### config.mk
export PLATFORM = sky130hd
export DESIGN_NAME = branch_predictor
export DESIGN_NICKNAME = d
export VERILOG_FILES = /design/src/rtl/branch_predictor.sv
export SDC_FILE = /design/constraint.sdc
export NUM_CORES = 2
export LEC_CHECK = 0
export BUFFER_PORTS_ARGS = -buffer_cell sky130_fd_sc_hd__buf_2
export CORE_MARGIN = 2
export CORE_UTILIZATION = 67
export CTS_CLUSTER_SIZE = 12
export DETAILED_ROUTE_END_ITERATION = 10
export PLACE_DENSITY_LB_ADDON = 0.12
export REMOVE_ABC_BUFFERS = 1
export SETUP_SLACK_MARGIN = 0.5
export SKIP_LAST_GASP = 1
export SYNTH_ARGS = -nofsm -noshare
export SYNTH_HDL_FRONTEND = slang
export SYNTH_SLANG_ARGS = --single-unit
### constraint.sdc
create_clock -name clk -period 27.1 [get_ports clk]
set_input_delay 5.42 -clock clk [delete_from_list [all_inputs] [get_ports clk]]
set_output_delay 5.42 -clock clk [all_outputs]
set_load 0.02 [all_outputs]
### src/rtl/branch_predictor.sv
// Dynamic branch predictor: direct-mapped BTB with saturating direction
// counters, looked up combinationally on the fetch PC and trained by EX.
// Ports:
//   clk, rst            clock, asynchronous active-high reset
//   run                 global advance enable (0 freezes all state)
//   pc                  fetch PC -> pred_taken / pred_next (combinational)
//   upd_*               resolved branch/jump from EX -> mispredict / correct_pc
//   flush / busy        whole-table invalidate request / walk in progress
//   br_cnt / miss_cnt   resolved-branch and misprediction statistics
module branch_predictor #(
    parameter int unsigned WIDTH   = 32,
    parameter int unsigned ENTRIES = 64,
    parameter int unsigned TAG_W   = 8,
    parameter int unsigned CNT_W   = 2,
    parameter int unsigned MODE    = 1
) (
    input  logic             clk,
    input  logic             rst,
    input  logic             run,
    input  logic [WIDTH-1:0] pc,
    output logic             pred_taken,
    output logic [WIDTH-1:0] pred_next,
    input  logic             upd_valid,
    input  logic [WIDTH-1:0] upd_pc,
    input  logic             upd_taken,
    input  logic [WIDTH-1:0] upd_target,
    input  logic             upd_pred_taken,
    input  logic [WIDTH-1:0] upd_pred_target,
    output logic             mispredict,
    output logic [WIDTH-1:0] correct_pc,
    input  logic             flush,
    output logic             busy,
    output logic [31:0]      br_cnt,
    output logic [31:0]      miss_cnt
);

    localparam int unsigned IDX_W = $clog2(ENTRIES);
    localparam logic [CNT_W-1:0] CNT_MAX  = {CNT_W{1'b1}};
    localparam logic [CNT_W-1:0] CNT_WEAK = CNT_W'(1) << (CNT_W - 1);
    localparam logic [IDX_W-1:0] IDX_LAST = IDX_W'(ENTRIES - 1);

    typedef enum logic [0:0] {
        IDLE  = 1'b0,
        CLEAR = 1'b1
    } state_e;

    state_e             state_q, state_d;
    logic [IDX_W-1:0]   ptr_q, ptr_d;
    logic [ENTRIES-1:0] valid_q, valid_d;
    logic [CNT_W-1:0]   cnt_q [ENTRIES];
    logic [CNT_W-1:0]   cnt_d [ENTRIES];
    logic [TAG_W-1:0]   tag_q [ENTRIES];
    logic [TAG_W-1:0]   tag_d [ENTRIES];
    logic [WIDTH-1:0]   tgt_q [ENTRIES];
    logic [WIDTH-1:0]   tgt_d [ENTRIES];
    logic [31:0]        br_q, br_d;
    logic [31:0]        miss_q, miss_d;

    logic [IDX_W-1:0]   pc_idx, up_idx;
    logic [TAG_W-1:0]   pc_tag, up_tag;
    logic               pc_hit, up_hit, accept;

    // Lookup on the fetch PC; reads the pre-update table contents.
    assign pc_idx     = pc[IDX_W+1:2];
    assign pc_tag     = pc[IDX_W+TAG_W+1:IDX_W+2];
    assign pc_hit     = valid_q[pc_idx] && (tag_q[pc_idx] == pc_tag);
    assign busy       = (state_q == CLEAR);
    assign pred_taken = !busy && pc_hit && (MODE == 1) && cnt_q[pc_idx][CNT_W-1];
    assign pred_next  = pred_taken ? tgt_q[pc_idx] : pc + WIDTH'(4);

    // Resolution from EX.
    assign up_idx     = upd_pc[IDX_W+1:2];
    assign up_tag     = upd_pc[IDX_W+TAG_W+1:IDX_W+2];
    assign up_hit     = valid_q[up_idx] && (tag_q[up_idx] == up_tag);
    assign mispredict = upd_valid && !busy &&
                        ((upd_taken != upd_pred_taken) ||
                         (upd_taken && (upd_target != upd_pred_target)));
    assign correct_pc = upd_taken ? upd_target : upd_pc + WIDTH'(4);
    assign accept     = run && upd_valid && !busy;

    assign br_cnt   = br_q;
    assign miss_cnt = miss_q;

    // Next state: flush walk, table training, statistics.
    always_comb begin
        state_d = state_q;
        ptr_d   = ptr_q;
        valid_d = valid_q;
        cnt_d   = cnt_q;
        tag_d   = tag_q;
        tgt_d   = tgt_q;
        br_d    = br_q;
        miss_d  = miss_q;

        if (run) begin
            case (state_q)
                IDLE: begin
                    if (flush) begin
                        state_d = CLEAR;
                        ptr_d   = '0;
                    end
                end
                CLEAR: begin
                    valid_d[ptr_q] = 1'b0;
                    if (ptr_q == IDX_LAST) begin
                        state_d = IDLE;
                        ptr_d   = '0;
                    end else begin
                        ptr_d = ptr_q + IDX_W'(1);
                    end
                end
                default: state_d = IDLE;
            endcase
        end

        // accept implies IDLE, so training never collides with the walk
        if (accept) begin
            br_d = br_q + 32'd1;
            if (mispredict) begin
                miss_d = miss_q + 32'd1;
            end
            if (upd_taken) begin
                if (up_hit) begin
                    tgt_d[up_idx] = upd_target;
                    if (cnt_q[up_idx] != CNT_MAX) begin
                        cnt_d[up_idx] = cnt_q[up_idx] + CNT_W'(1);
                    end
                end else begin
                    valid_d[up_idx] = 1'b1;
                    tag_d[up_idx]   = up_tag;
                    tgt_d[up_idx]   = upd_target;
                    cnt_d[up_idx]   = CNT_WEAK;
                end
            end else if (up_hit && (cnt_q[up_idx] != '0)) begin
                cnt_d[up_idx] = cnt_q[up_idx] - CNT_W'(1);
            end
        end
    end

    // Control state, valid bits, counters and statistics.
    always_ff @(posedge clk or posedge rst) begin
        if (rst) begin
            state_q <= IDLE;
            ptr_q   <= '0;
            valid_q <= '0;
            br_q    <= '0;
            miss_q  <= '0;
            for (int i = 0; i < int'(ENTRIES); i++) begin
                cnt_q[i] <= '0;
            end
        end else begin
            state_q <= state_d;
            ptr_q   <= ptr_d;
            valid_q <= valid_d;
            br_q    <= br_d;
            miss_q  <= miss_d;
            cnt_q   <= cnt_d;
        end
    end

    // Tag and target storage; only meaningful behind a set valid bit.
    always_ff @(posedge clk) begin
        tag_q <= tag_d;
        tgt_q <= tgt_d;
    end

endmodule
# After elaboration in Yosys (flattened, before gate mapping)
# Cells that the tools add are included.
op_classes:
  add_sub_neg: 7
  mul: 0
  n_div: 0
  magnitude_cmp: 8
  n_eq_ne: 8
  shifts: 0
  n_mux: 50
  n_bitwise: 10
  reduce_logical: 22
ops:
  columns: ["operator", "n"]
  rows:
  - ["2048-bit bitwise mux", 1]
  - ["512-bit bitwise mux", 1]
  - ["128-bit two-way mux", 4]
  - ["64-bit two-way mux", 5]
  - ["128-bit bitwise mux", 2]
  - ["32-bit binary-select mux with 6-bit select", 1]
  - ["32-bit demux with 6-bit select", 1]
  - ["32-bit two-way mux", 5]
  - ["64-bit bitwise AND", 2]
  - ["64-bit inverter", 2]
  - ["64-bit OR", 2]
  - ["8-bit binary-select mux with 6-bit select", 2]
  - ["32-bit by 1-bit adder with 32-bit output, second input constant", 2]
  - ["32-bit by 3-bit adder with 32-bit output, second input constant", 2]
  - ["8-bit demux with 6-bit select", 1]
  - ["8-bit two-way mux", 5]
  - ["32-bit inequality test", 1]
  - ["2-bit binary-select mux with 6-bit select", 2]
  - ["6-bit by 7-bit < comparator with 1-bit output, second input constant", 3]
  - ["8-bit == test", 2]
  - ["7-bit >= comparator, second input constant", 2]
  - ["6-bit inverter with 7-bit output", 2]
  - ["1-bit logical AND", 13]
  - ["1-bit binary-select mux with 6-bit select", 2]
  - ["other kinds (22)", 40]
totals:
  regBits: 2823
  latchBits: 0
  mem_bits_rw: 0
  mem_bits_ro: 0
  output_inout_bits: 131
  mem_count: 0

# Longest topological paths before layout
depth:
  word_depth: 12
  mapped_depth: 21
  depth_no_buf: 13

# Worst setup path after synthesis
# No wires, ideal clock.
synth_timing:
  path_kind: "input to output"
  startpoint: "input pc[2]"
  endpoint: "output pred_next[4]"
  arrival_ns: 9.140
  required_time_ns: 21.680
  path_slack_ns: 12.540
  cell_stages: 12
  path_buffers: 8
  path_cell_list: "buf_2 -> buf_4 -> buf_4 -> buf_4 -> buf_2 -> buf_2 -> clkbuf_1 -> buf_1 -> mux4_2 -> mux4_2 -> mux4_2 -> mux2_1"
synth_via:
  elab_chain_cells: 9
  word_cells_on_any_way: 18
synth_lines:
  columns: ["element", "line", "text"]
  rows:
  - ["start: declaration", "20", "input logic [WIDTH-1:0] pc,"]
  - ["6-bit inverter with 7-bit output (implied by the code)", "66, 68, 69", null]
  - ["8-bit binary-select mux with 6-bit select", "66", "assign pc_hit = valid_q[pc_idx] && (tag_q[pc_idx] == pc_tag);"]
  - ["8-bit two-way mux (implied by the code) (2 in series)", "66", null]
  - ["8-bit == test", "66", null]
  - ["1-bit logical AND", "66", null]
  - ["1-bit logical AND (2 in series)", "68", "assign pred_taken = !busy && pc_hit && (MODE == 1) && cnt_q[pc_idx][CNT_W-1];"]
  - ["32-bit two-way mux (*)", "69", "assign pred_next = pred_taken ? tgt_q[pc_idx] : pc + WIDTH'(4);"]
  - ["end: declaration", "22", "output logic [WIDTH-1:0] pred_next,"]
# Mark *: on every way between the ends. The rest lies on a longest branch, timed or not. The select of a mux whose other input is x is not followed.

# Worst setup path after layout
layout_timing:
  startpoint: "input pc[2]"
  endpoint: "output pred_next[11]"
# Same word-level chain as after synthesis.

==> results.toml <==
[floorplan]
die_height_um = 424
die_area_um2 = 180000
core-area_um2 = 176000
initial_utilization = 0.673
rows = 154
ios = 266
die_x_um = 424

[sta]
rsz0062_at_grt = "false"
worst_pin_slew_ns = 1.46
finalHoldViolations = 0
report.final.setup_viol = 0
period_share = 0.661
drv_slew = 0
slew_headroom = 0.0246
timing.setup.tns_ns = 0
period_needed_ns = 17.92
max_freq_mhz = 55.8
skew_ns = 0.0479
finalHoldWorstSlack_ns = 0.476

[detailed_routing]
detail_route.wl_per_cell_um = 43.3
wirelength_um = 392000
drc = 0
vias = 71300
post_drt_via_cell_ratio = 7.87
postRouteAntennaNets = 0
drt_iter0_drc = 12800
firstDrtPassIters = 8

[logic_synthesis]
ys_ff_latch = 2823
async_reset_ff_frac = 0.0932
synth_xor_area_frac = 0.0122
ys_types = 67
synth-edff-count = 2560
synthCells = 6145
synthSimpleGateAreaFrac = 0.0341
syn_area_um2 = 118000
synth_compound_area_frac = 0.0436
seq_area_frac_synth = 0.706
synth_fa_ha_area_frac = 0.000741
synth_flop_cell = "edfxtp_1"
yosysWarningCount = 0
synth.avg_cell_area_um2 = 19.2
muxShareOfSynthArea = 0.187
synth_top_family_by_area = "multiplexers"

[critical_path]
worstSetupPathType = "in -> out"
worstPathArrival_ns = 12.50
crit_required_ns = 21.68
crit_fanout = 49
worstSetupStartpointType = "input pin"
cp-end-kind = "primary output"
r2r_cells = 12
rrSetupSlack_ns = 21.25

[power_and_ir_drop]
p_per_area_nw_per_um2 = 69.6
irDropWorstVdd_uv = 69.5
switching_share = 0.229
p_sw_mw = 2.10
p_int_mw = 7.08
p_leak_nw = 42.9
power.share.clock = 0.408
combPwrFrac = 0.071
seqPwrFrac = 0.521

[clock_network]
cts-hold-fix-buffers = 0
cts_buffers = 303
htree_levels = 5
cts_resized = 0
insertion_delay_ns = 0.97
clockBufferDepth = 4
cts_tree = "yes"
clk_pin_slew_ns = 0.06
ctsRootBufferMaster = "clkbuf_16"
cts_setup_buffers = 0
numClockSinks = 2823

[place]
place_area_um2 = 123000
dp_cells = 8578
place_hpwl_um = 216000
port_buffers = 265
place_congestion = 0.995

[final_layout]
final_cell_mix = "edfxtp_1, mux4_2, clkbuf_16, dfrtp_1, buf_4"
finalInstanceArea_um2 = 132000
regArea_um2 = 83500
drive_gt1_frac = 0.290
final_cells = 9051
mostFrequentLayoutCell = "edfxtp_1"
final.fill_count = 9562
area.growth.synth_to_final_pct = 11.5
fin_nets = 6685
multiInputGateArea_um2 = 33500

[global_route]
grt_pass1_vias = 70700
grt_max_degree = 137
overflow = 0
antenna_found_initial = 19
grt_pass1_wl_um = 544000
track_usage = 0.442

[worst_hold_path]
holdPathStages = 1
hp-class = "reg -> reg"

[run]
cap_viol_max_count = 0

[outcome]
outcome = "completed"
-- logic make-up (layout without fill, tap and decap cells) --
logic type / Yosys count / after routing
simple gates: 865 / 865
other cells: 0 / 23
fa+ha+maj: 7 / 7
xor+xnor: 165 / 165
flops: 2823 / 2823
buf+inv: 456 / 999
compound gates: 704 / 704
mux: 1125 / 1125
-- layout make-up --
type | instances | share of cell area
Inverter | 23 | 0.000712
Tap cell | 2340 | 0.0222
Multi-Input combinational cell | 2866 | 0.254
Clock inverter | 63 | 0.00269
Clock buffer | 387 | 0.0614
Antenna cell | 23 | 0.000436
Sequential cell | 2823 | 0.633
Timing Repair Buffer | 526 | 0.0260
-- power by group through the flow --
stage | clock network, mW | logic (mW) | registers [mW]
after floorplan | 0 | 0.264 | 4.87
after global placement | 0 | 0.612 | 4.87
after detailed placement | 0 | 0.621 | 4.87
after CTS | 3.75 | 0.631 | 4.78
after global routing | 3.90 | 0.658 | 4.78
final | 3.74 | 0.650 | 4.78
-- state kept, by name (all words and copies together), names as in the netlist --
signal    count
tag_q       512
miss_cnt     32
br_cnt       32
busy          1
tgt_q      2048
valid_q      64
cnt_q       128
ptr_q         6
-- through the flow --
step                      utilization  total power [mW]  worst slack (ns)
final                           0.750              9.17              9.18
after global routing            0.750              9.34              8.90
after CTS                       0.750              9.15              9.20
after detailed placement        0.702              5.49              9.23
after global placement          0.702              5.48              9.25
after floorplan                     -              5.13             12.80
-- path summary, 6_finish.rpt --
path / startpoint / end
worst max-delay path: pc[2] / pred_next[11]
worst min register to register: miss_cnt[31] / miss_cnt[31]
max in group asynchronous: rst / cnt_q[116]
worst min-delay path: miss_cnt[31] / miss_cnt[31]
worst max register to register: tag_q[7] / tag_q[59]
min in group asynchronous: rst / br_cnt[17]
-- layer usage --
layer,vias to the layer above,track usage,share of wire
met3,1613,0.112,0.13
met1,36100,0.552,0.31
li1,26400,-,-
met4,10,0.346,0.098
met2,7172,0.670,0.46
met5,-,0.00503,0.00044
-- cells in the mapped netlist, types with 58 or more instances --
cell      number  share of area
nor2_1       241         0.0077
dfrtp_1      263          0.056
clkbuf_1     257         0.0082
o21ai_0      184         0.0078
xor2_1        70         0.0052
nand2_1      215         0.0068
xnor2_1       95         0.0070
a221oi_1      58         0.0043
nor3_1        89         0.0038
edfxtp_1    2560           0.65
a32o_1        82         0.0069
mux2_2       112          0.011
a22oi_1       90         0.0057
nand3_1      152         0.0064
mux2i_1      124          0.010
mux4_2       853           0.16
buf_2        124         0.0052
-- worst max-delay path, cell delays in order --
cell and delay [ns]:
buf_8 0.44, buf_4 0.77, buf_4 0.74, buf_4 0.88
mux4_2 0.61, mux4_2 0.57, mux4_2 0.50, xor2_1 0.17
nor2_1 0.24, nand2_1 0.09, or4b_2 0.70, buf_4 0.36
mux2_1 0.55, buf_2 0.23
No activity file was read; power rests on OpenSTA's default activity.
